**src/rtl/serial_bcd_adder_if.sv**
```systemverilog
// Bundled request/response signals for the digit-serial BCD adder.
// Handshake: start is sampled only while the adder is idle; busy is high while
// digits are being added; done pulses for one cycle when sum/cout/err are valid,
// and those results hold until the next accepted start. There is no backpressure.
interface serial_bcd_adder_if #(
  parameter int DIGITS = 4
);
  logic                  start;
  logic [4*DIGITS-1:0]   a;
  logic [4*DIGITS-1:0]   b;
  logic                  cin;
  logic                  busy;
  logic                  done;
  logic [4*DIGITS-1:0]   sum;
  logic                  cout;
  logic                  err;

  modport master (
    output start, a, b, cin,
    input  busy, done, sum, cout, err
  );

  modport slave (
    input  start, a, b, cin,
    output busy, done, sum, cout, err
  );
endinterface

```
**src/rtl/serial_bcd_adder.sv**
```systemverilog
// Digit-serial packed-BCD adder: one decimal digit per clock, least significant first.
// Operands are captured on start so the request bus may change freely during the add.
module serial_bcd_adder #(
  parameter int DIGITS = 4
) (
  input  logic                clk,
  input  logic                rst_n,
  serial_bcd_adder_if.slave   bus,
  output logic [1:0]          dbg_state
);

  localparam int IW = (DIGITS > 1) ? $clog2(DIGITS) : 1;
  localparam logic [IW-1:0] LAST_IDX = IW'(DIGITS - 1);

  typedef enum logic [1:0] {
    IDLE = 2'd0,
    ADD  = 2'd1,
    DONE = 2'd2
  } state_t;

  state_t              state_q, state_d;
  logic [4*DIGITS-1:0] opa_q, opa_d;
  logic [4*DIGITS-1:0] opb_q, opb_d;
  logic [4*DIGITS-1:0] sum_q, sum_d;
  logic [IW-1:0]       idx_q, idx_d;
  logic                carry_q, carry_d;
  logic                cout_q, cout_d;
  logic                err_q, err_d;
  logic                busy_q, busy_d;
  logic                done_q, done_d;

  logic [IW+1:0]       bit_pos;
  logic [3:0]          dig_a;
  logic [3:0]          dig_b;
  logic [4:0]          raw;
  logic [4:0]          adj;
  logic                k;
  logic [3:0]          digit;
  logic                bad_digit;

  assign bit_pos = {idx_q, 2'b00};
  assign dig_a   = opa_q[bit_pos +: 4];
  assign dig_b   = opb_q[bit_pos +: 4];
  assign raw     = {1'b0, dig_a} + {1'b0, dig_b} + {4'b0000, carry_q};
  assign adj     = raw + 5'd6;
  assign k       = (raw > 5'd9);
  assign digit   = k ? adj[3:0] : raw[3:0];

  always_comb begin
    bad_digit = 1'b0;
    for (int i = 0; i < DIGITS; i++) begin
      if ((bus.a[4*i +: 4] > 4'd9) || (bus.b[4*i +: 4] > 4'd9)) bad_digit = 1'b1;
    end
  end

  always_comb begin
    state_d = state_q;
    opa_d   = opa_q;
    opb_d   = opb_q;
    sum_d   = sum_q;
    idx_d   = idx_q;
    carry_d = carry_q;
    cout_d  = cout_q;
    err_d   = err_q;
    busy_d  = busy_q;
    done_d  = 1'b0;
    case (state_q)
      IDLE: begin
        if (bus.start) begin
          opa_d   = bus.a;
          opb_d   = bus.b;
          carry_d = bus.cin;
          idx_d   = '0;
          sum_d   = '0;
          cout_d  = 1'b0;
          err_d   = bad_digit;
          busy_d  = 1'b1;
          state_d = ADD;
        end
      end
      ADD: begin
        sum_d[bit_pos +: 4] = digit;
        carry_d = k;
        if (idx_q == LAST_IDX) begin
          cout_d  = k;
          busy_d  = 1'b0;
          done_d  = 1'b1;
          state_d = DONE;
        end else begin
          idx_d = idx_q + 1'b1;
        end
      end
      DONE: begin
        state_d = IDLE;
      end
      default: begin
        busy_d  = 1'b0;
        state_d = IDLE;
      end
    endcase
  end

  always_ff @(posedge clk or negedge rst_n) begin
    if (!rst_n) begin
      state_q <= IDLE;
      opa_q   <= '0;
      opb_q   <= '0;
      sum_q   <= '0;
      idx_q   <= '0;
      carry_q <= 1'b0;
      cout_q  <= 1'b0;
      err_q   <= 1'b0;
      busy_q  <= 1'b0;
      done_q  <= 1'b0;
    end else begin
      state_q <= state_d;
      opa_q   <= opa_d;
      opb_q   <= opb_d;
      sum_q   <= sum_d;
      idx_q   <= idx_d;
      carry_q <= carry_d;
      cout_q  <= cout_d;
      err_q   <= err_d;
      busy_q  <= busy_d;
      done_q  <= done_d;
    end
  end

  assign bus.busy  = busy_q;
  assign bus.done  = done_q;
  assign bus.sum   = sum_q;
  assign bus.cout  = cout_q;
  assign bus.err   = err_q;
  assign dbg_state = state_q;

endmodule

```
**src/flat_wrapper.sv**
```systemverilog
// flat-port wrapper written by rule: the top's interface ports become plain ports
module serial_bcd_adder_flat 
#(
  parameter int DIGITS = 4
)
  (clk, rst_n, dbg_state, bus_start, bus_a, bus_b, bus_cin, bus_busy, bus_done, bus_sum, bus_cout, bus_err);
  serial_bcd_adder_if #(.DIGITS(DIGITS)) bus_i ();
  input  logic clk;
  input  logic rst_n;
  output logic [1:0] dbg_state;
  input wire logic [$bits(bus_i.start)-1:0] bus_start;
  input wire logic [$bits(bus_i.a)-1:0] bus_a;
  input wire logic [$bits(bus_i.b)-1:0] bus_b;
  input wire logic [$bits(bus_i.cin)-1:0] bus_cin;
  output wire logic [$bits(bus_i.busy)-1:0] bus_busy;
  output wire logic [$bits(bus_i.done)-1:0] bus_done;
  output wire logic [$bits(bus_i.sum)-1:0] bus_sum;
  output wire logic [$bits(bus_i.cout)-1:0] bus_cout;
  output wire logic [$bits(bus_i.err)-1:0] bus_err;
  assign bus_i.start = bus_start;
  assign bus_i.a = bus_a;
  assign bus_i.b = bus_b;
  assign bus_i.cin = bus_cin;
  assign bus_busy = bus_i.busy;
  assign bus_done = bus_i.done;
  assign bus_sum = bus_i.sum;
  assign bus_cout = bus_i.cout;
  assign bus_err = bus_i.err;
  serial_bcd_adder #(.DIGITS(DIGITS)) u_core (.clk(clk), .rst_n(rst_n), .bus(bus_i), .dbg_state(dbg_state));
endmodule
```
**config.mk**
```make
export PLATFORM = sky130hd
export DESIGN_NAME = serial_bcd_adder_flat
export DESIGN_NICKNAME = d
export VERILOG_FILES = /design/src/rtl/serial_bcd_adder_if.sv /design/src/rtl/serial_bcd_adder.sv /design/src/flat_wrapper.sv
export SDC_FILE = /design/constraint.sdc
export NUM_CORES = 1
export LEC_CHECK = 0
export CAP_MARGIN = 15
export CORE_MARGIN = 2
export CORE_UTILIZATION = 51
export DETAILED_ROUTE_END_ITERATION = 6
export PLACE_DENSITY = 0.86
export SETUP_SLACK_MARGIN = 0.15
export SYNTH_ARGS = -nofsm -noshare
export SYNTH_HDL_FRONTEND = slang
export SYNTH_SLANG_ARGS = --single-unit
```
**constraint.sdc**
```tcl
create_clock -name clk -period 4.1 [get_ports clk]
set_input_delay 0.615 -clock clk [delete_from_list [all_inputs] [get_ports clk]]
set_output_delay 0.615 -clock clk [all_outputs]
set_load 0.005 [all_outputs]
```
After elaboration in Yosys (flattened, before gate mapping)
Cells that the tools add are included.
- logic and storage cells: 71
- register bits: 57
- output and inout port bits: 22
- bits of input ports: 36
- reductions and logical operators: 12
- $add $sub $neg: 5
- equality and inequality tests: 6
- shift-type cells: 4
- $lt $le $gt $ge: 9
- muxes and demuxes: 24
- bitwise operators: 1
- operators with widths (operator ; count):
    4-bit > comparator (second input constant) ; 8
    16-bit case mux with 2 select lines ; 1
    16-bit by 5-bit indexed part select with 4-bit output ; 2
    16-bit bitwise mux ; 1
    16-bit two-way mux ; 1
    4-bit by 6-bit variable shift with 16-bit output (first input constant) ; 1
    4-bit by 6-bit indexed part select with 16-bit output ; 1
    1-bit two-way mux ; 11
    3-bit AND reduction ; 3
    2-bit two-way mux ; 4
    2-bit case mux with 2 select lines ; 2
    4-bit negation with 6-bit output ; 1
    2-bit AND reduction ; 3
    4-bit by 4-bit adder with 5-bit output ; 1
    5-bit by 1-bit adder with 5-bit output ; 1
    5-bit by 4-bit > comparator with 1-bit output (second input constant) ; 1
    4-bit by 3-bit adder with 4-bit output (second input constant) ; 1
    2-bit == test (second input constant) ; 2
    1-bit logical OR ; 4
    4-bit two-way mux ; 1
    2-bit inequality test (second input constant) ; 2
    1-bit case mux with 2 select lines ; 2
    1-bit case mux with 3 select lines ; 1
    2-bit by 1-bit adder with 2-bit output (second input constant) ; 1
    other kinds (5) ; 5

Logic depth before layout (Yosys ltp)
- depth in word-level cells: 8
- depth in mapped cells: 12
- mapped depth without buffers: 11

Worst setup path before layout
Ideal clock, no wire load.
- path type: register -> register
- start: register u_core.idx_q[0]
- end: register u_core.sum_q[10] (netlist: u_core.bus.sum[10])
- path buffers: 1
- arrival time: 3.568 ns
- clock period less this slack: 3.643 ns
- stages on the path, launching flop included: 13
- slack: 0.457 ns
- data required time: 4.025 ns
- library setup time: 0.075 ns
- cell sequence: dfrtp_1 -> buf_2 -> mux4_2 -> fa_1 -> fa_1 -> xor2_1 -> inv_1 -> ha_1 -> nor2b_1 -> a211oi_1 -> nor2_1 -> o311a_2 -> o21ai_2
- word-level cells in the longest chain between the ends: 8
- elaborated cells on any way between the ends: 12
- classes of those cells: add/sub (4); order compare (1); shift (4); mux (3)
- RTL lines (element ; RTL line ; text):
    start: declaration ; serial_bcd_adder.sv:25 ; logic [IW-1:0] idx_q, idx_d;
    start signal: assignment ; serial_bcd_adder.sv:120 ; idx_q <= idx_d;
    16-bit by 5-bit indexed part select with 4-bit output (on tied branches) ; serial_bcd_adder.sv:42, serial_bcd_adder.sv:43 ;
    4-bit by 4-bit adder with 5-bit output ; serial_bcd_adder.sv:44 ; assign raw = {1'b0, dig_a} + {1'b0, dig_b} + {4'b0000, carry_q};
    5-bit by 1-bit adder with 5-bit output ; serial_bcd_adder.sv:44 ;
    4-bit by 3-bit adder with 4-bit output or 5-bit by 4-bit > comparator with 1-bit output (tied branches) ; serial_bcd_adder.sv:45, serial_bcd_adder.sv:46 ;
    4-bit two-way mux ; serial_bcd_adder.sv:47 ; assign digit = k ? adj[3:0] : raw[3:0];
    4-bit by 6-bit indexed part select with 16-bit output ; serial_bcd_adder.sv:82 ; sum_d[bit_pos +: 4] = digit;
    16-bit bitwise mux * ; serial_bcd_adder.sv:82 ;
    16-bit case mux with 2 select lines * ; serial_bcd_adder.sv:67 ; case (state_q)
    end signal: assignment ; serial_bcd_adder.sv:119 ; sum_q <= sum_d;
    end: declaration ; serial_bcd_adder.sv:24 ; logic [4*DIGITS-1:0] sum_q, sum_d;
Mark *: on every way between the ends. The rest lies on a longest branch, timed or not.
A chain may end at the register's enable or synchronous reset.

Worst setup path after layout
Same ends and word-level chain as after synthesis.

==> qor.yml <==
global_routing:
  grt_util_all_layers_pct: 22.0
  antenna_found_initial: 0
  grt_max_degree: 58
  grt-ovfl-total: 0
  grt_pass1_wl_mm: 10.2
  grt_pass1_vias: 2095
timing:
  tns_ps: 0
  finalCritPeriodShare_pct: 89.9
  skew_ps: 4.89
  rsz0062_at_grt: "no"
  max_slew_margin_pct: 52.3
  tightest_slew_ps: 715
  setup_violations: 0
  finalMaxSlewViolations: 0
  hold_violations: 0
  fin_crit_ps: 3690
  max_freq_mhz: 271
finish:
  area_growth_pct: 31.7
  multi_input_area_um2: 1310
  nFillCells: 383
  ff_latch_area_um2: 1430
  most-common-layout-cells: "clkdlybuf4s50_1 (56), dfrtp_1 (56), nand2_1 (36)"
  antenna_cells: 0
  layout-drive-gt1-share_pct: 15.8
  fin_util_pct: 70.8
  nets: 344
worst_hold_path:
  holdCritPathClass: "in2async"
routing:
  drc: 0
  drt_iter0_drc: 181
  vias_per_cell: 5.45
  via_count: 2032
  first_pass_iters: 4
  totalWireLength_mm: 5.91
  post_drt_wl_per_cell_um: 15.8
  drtAntennaViolNets: 0
synthesis:
  synth_xor_area_share_pct: 0.315
  synth-main-ff-cell: "dfrtp_1"
  async_flop_share_pct: 100
  synth_nets: 278
  yosys.cell_types.count: 41
  syn_avg_cell_area_um2: 12.0
  syn_inst: 232
  synth_compound_area_share_pct: 10.7
  synthSimpleGateAreaFrac_pct: 11.1
  seq_area_frac_synth_pct: 51.3
  synth_mux_area_share_pct: 19.8
  synth_edf_count: 0
  synth_warnings: 0
  synth_top_family_by_area: "multiplexers"
  synth.ff_latch_count: 57
  syn_area_um2: 2780
  synthAdderAreaFrac_pct: 5.04
critical_path:
  worst_ep_arrival_time_ps: 3960
  critical_path_required_ps: 4370
  cp-start-kind: "register"
  crit_type: "reg2reg"
  worst-path-max-fanout: 10
  end_kind: "register"
clock_network:
  clock_latency_ps: 340
  htree_levels: 3
  postCtsSetupBuffers: 0
  clockRootBuffer: "clkbuf_8"
  cts_tree: "done"
  cts_buffers: 9
  cts_buffer_depth: 2
  clk_pin_slew_ps: 60
  postCtsHoldBufs: 0
  post_cts_resized: 0
  clock_sinks: 57
floorplanning:
  core_area_um2: 5170
  ios: 58
  die-height_um: 77.9
  core.rowCount: 26
  die_area_um2: 6060
  start_util_pct: 53.8
  die_x_um: 77.9
placed_design:
  port_buffers: 57
  place_congestion: 0.798
  dp_hpwl_mm: 4.48
run_status:
  outcome: "complete, no violations"
flow_run:
  maxCapViolCount: 0
-- synthesized netlist by cell type (2+ instances only) --
cell type | n | share of area, %
nand3_1 | 6 | 1.1
o21ai_0 | 9 | 1.6
o21ai_1 | 15 | 2.7
nor2b_1 | 2 | 0.45
nand4_1 | 2 | 0.45
nor2_1 | 6 | 0.81
a211oi_1 | 2 | 0.54
dfrtp_1 | 57 | 51
buf_2 | 4 | 0.72
nor3_1 | 2 | 0.36
clkbuf_1 | 2 | 0.27
inv_1 | 5 | 0.67
mux4_2 | 8 | 6.5
mux2_1 | 21 | 8.5
and2_1 | 2 | 0.45
nand2_1 | 36 | 4.9
nand2b_1 | 3 | 0.67
a21oi_1 | 4 | 0.72
fa_1 | 2 | 1.4
o22ai_1 | 2 | 0.45
ha_1 | 8 | 3.6
a22o_1 | 2 | 0.63
o21ai_2 | 4 | 1.3
mux2_2 | 11 | 4.5
-- state kept, by name (all words and copies together) (netlist names) --
signal / count
u_core.dbg_state: 2
u_core.bus.err: 1
u_core.carry_q: 1
u_core.bus.busy: 1
u_core.bus.done: 1
u_core.bus.cout: 1
u_core.opb_q: 16
u_core.idx_q: 2
u_core.opa_q: 16
u_core.bus.sum: 16
-- worst max-delay path, stage by stage (launching register included) --
cell and delay [ps]:
dfrtp_2 470, mux4_2 540, fa_1 440, fa_1 430, xor2_1 250, inv_1 90
ha_1 270, nor2b_1 180, a211oi_1 300, nor2_1 110, o311a_2 400, o21ai_2 140
-- cells by family (layout without fill, tap and decap cells) --
family	Yosys count	count (layout)
and+or+nand+nor	66	66
muxes	41	41
buffers and inverters	12	83
xor gates and xnor gates	1	1
AOI/OAI and AO/OA	45	45
adders and majority gates	10	10
DFF	57	57
-- path summary, 6_finish.rpt --
path	endpoint	startpoint	slack, ps	cells after the start
worst min register to register	u_core.bus.sum[3]$_DFFE_PN0P_	u_core.bus.sum[3]$_DFFE_PN0P_	480	2
worst max-delay path	u_core.bus.sum[10]$_DFFE_PN0P_	u_core.idx_q[0]$_DFFE_PN0P_	410	11
max in group asynchronous	u_core.idx_q[0]$_DFFE_PN0P_	rst_n	3170	2
worst max register to register	u_core.bus.sum[10]$_DFFE_PN0P_	u_core.idx_q[0]$_DFFE_PN0P_	410	11
worst min-delay path	u_core.bus.err$_DFFE_PN0P_	rst_n	390	2
min in group clk	u_core.bus.sum[3]$_DFFE_PN0P_	u_core.bus.sum[3]$_DFFE_PN0P_	480	2
-- area by class of cell --
| class | count | share of cell area [%] |
|---|---|---|
| repair buffers | 61 | 16.3 |
| clock inverters | 2 | 1.64 |
| clock buffers | 14 | 4.44 |
| flip-flops and latches | 57 | 39.0 |
| inverters | 6 | 0.615 |
| multi-input cells | 163 | 35.7 |
| well taps | 70 | 2.39 |
-- metrics by stage --
stage               hold slack, ps  setup slack (ps)  instances  cell area [µm²]
floorplan                      319               457        232             2780
global route                   473               224        373             3660
global placement               464               533        357             3440
detailed placement             473               377        357             3440
CTS                            424               368        373             3660
finish                         393               412        373             3660
-- layer usage --
layer	vias to the layer above	global-route usage (%)	part of all wire, %
li1	976	-	-
met1	992	29.1	46
met4	0	11.8	2.5
met3	11	3.26	3.5
met2	53	35.3	48
met5	-	0	0
Power is not shown: default switching activity piles up to over one toggle a cycle in this logic, so the estimate is an artifact.
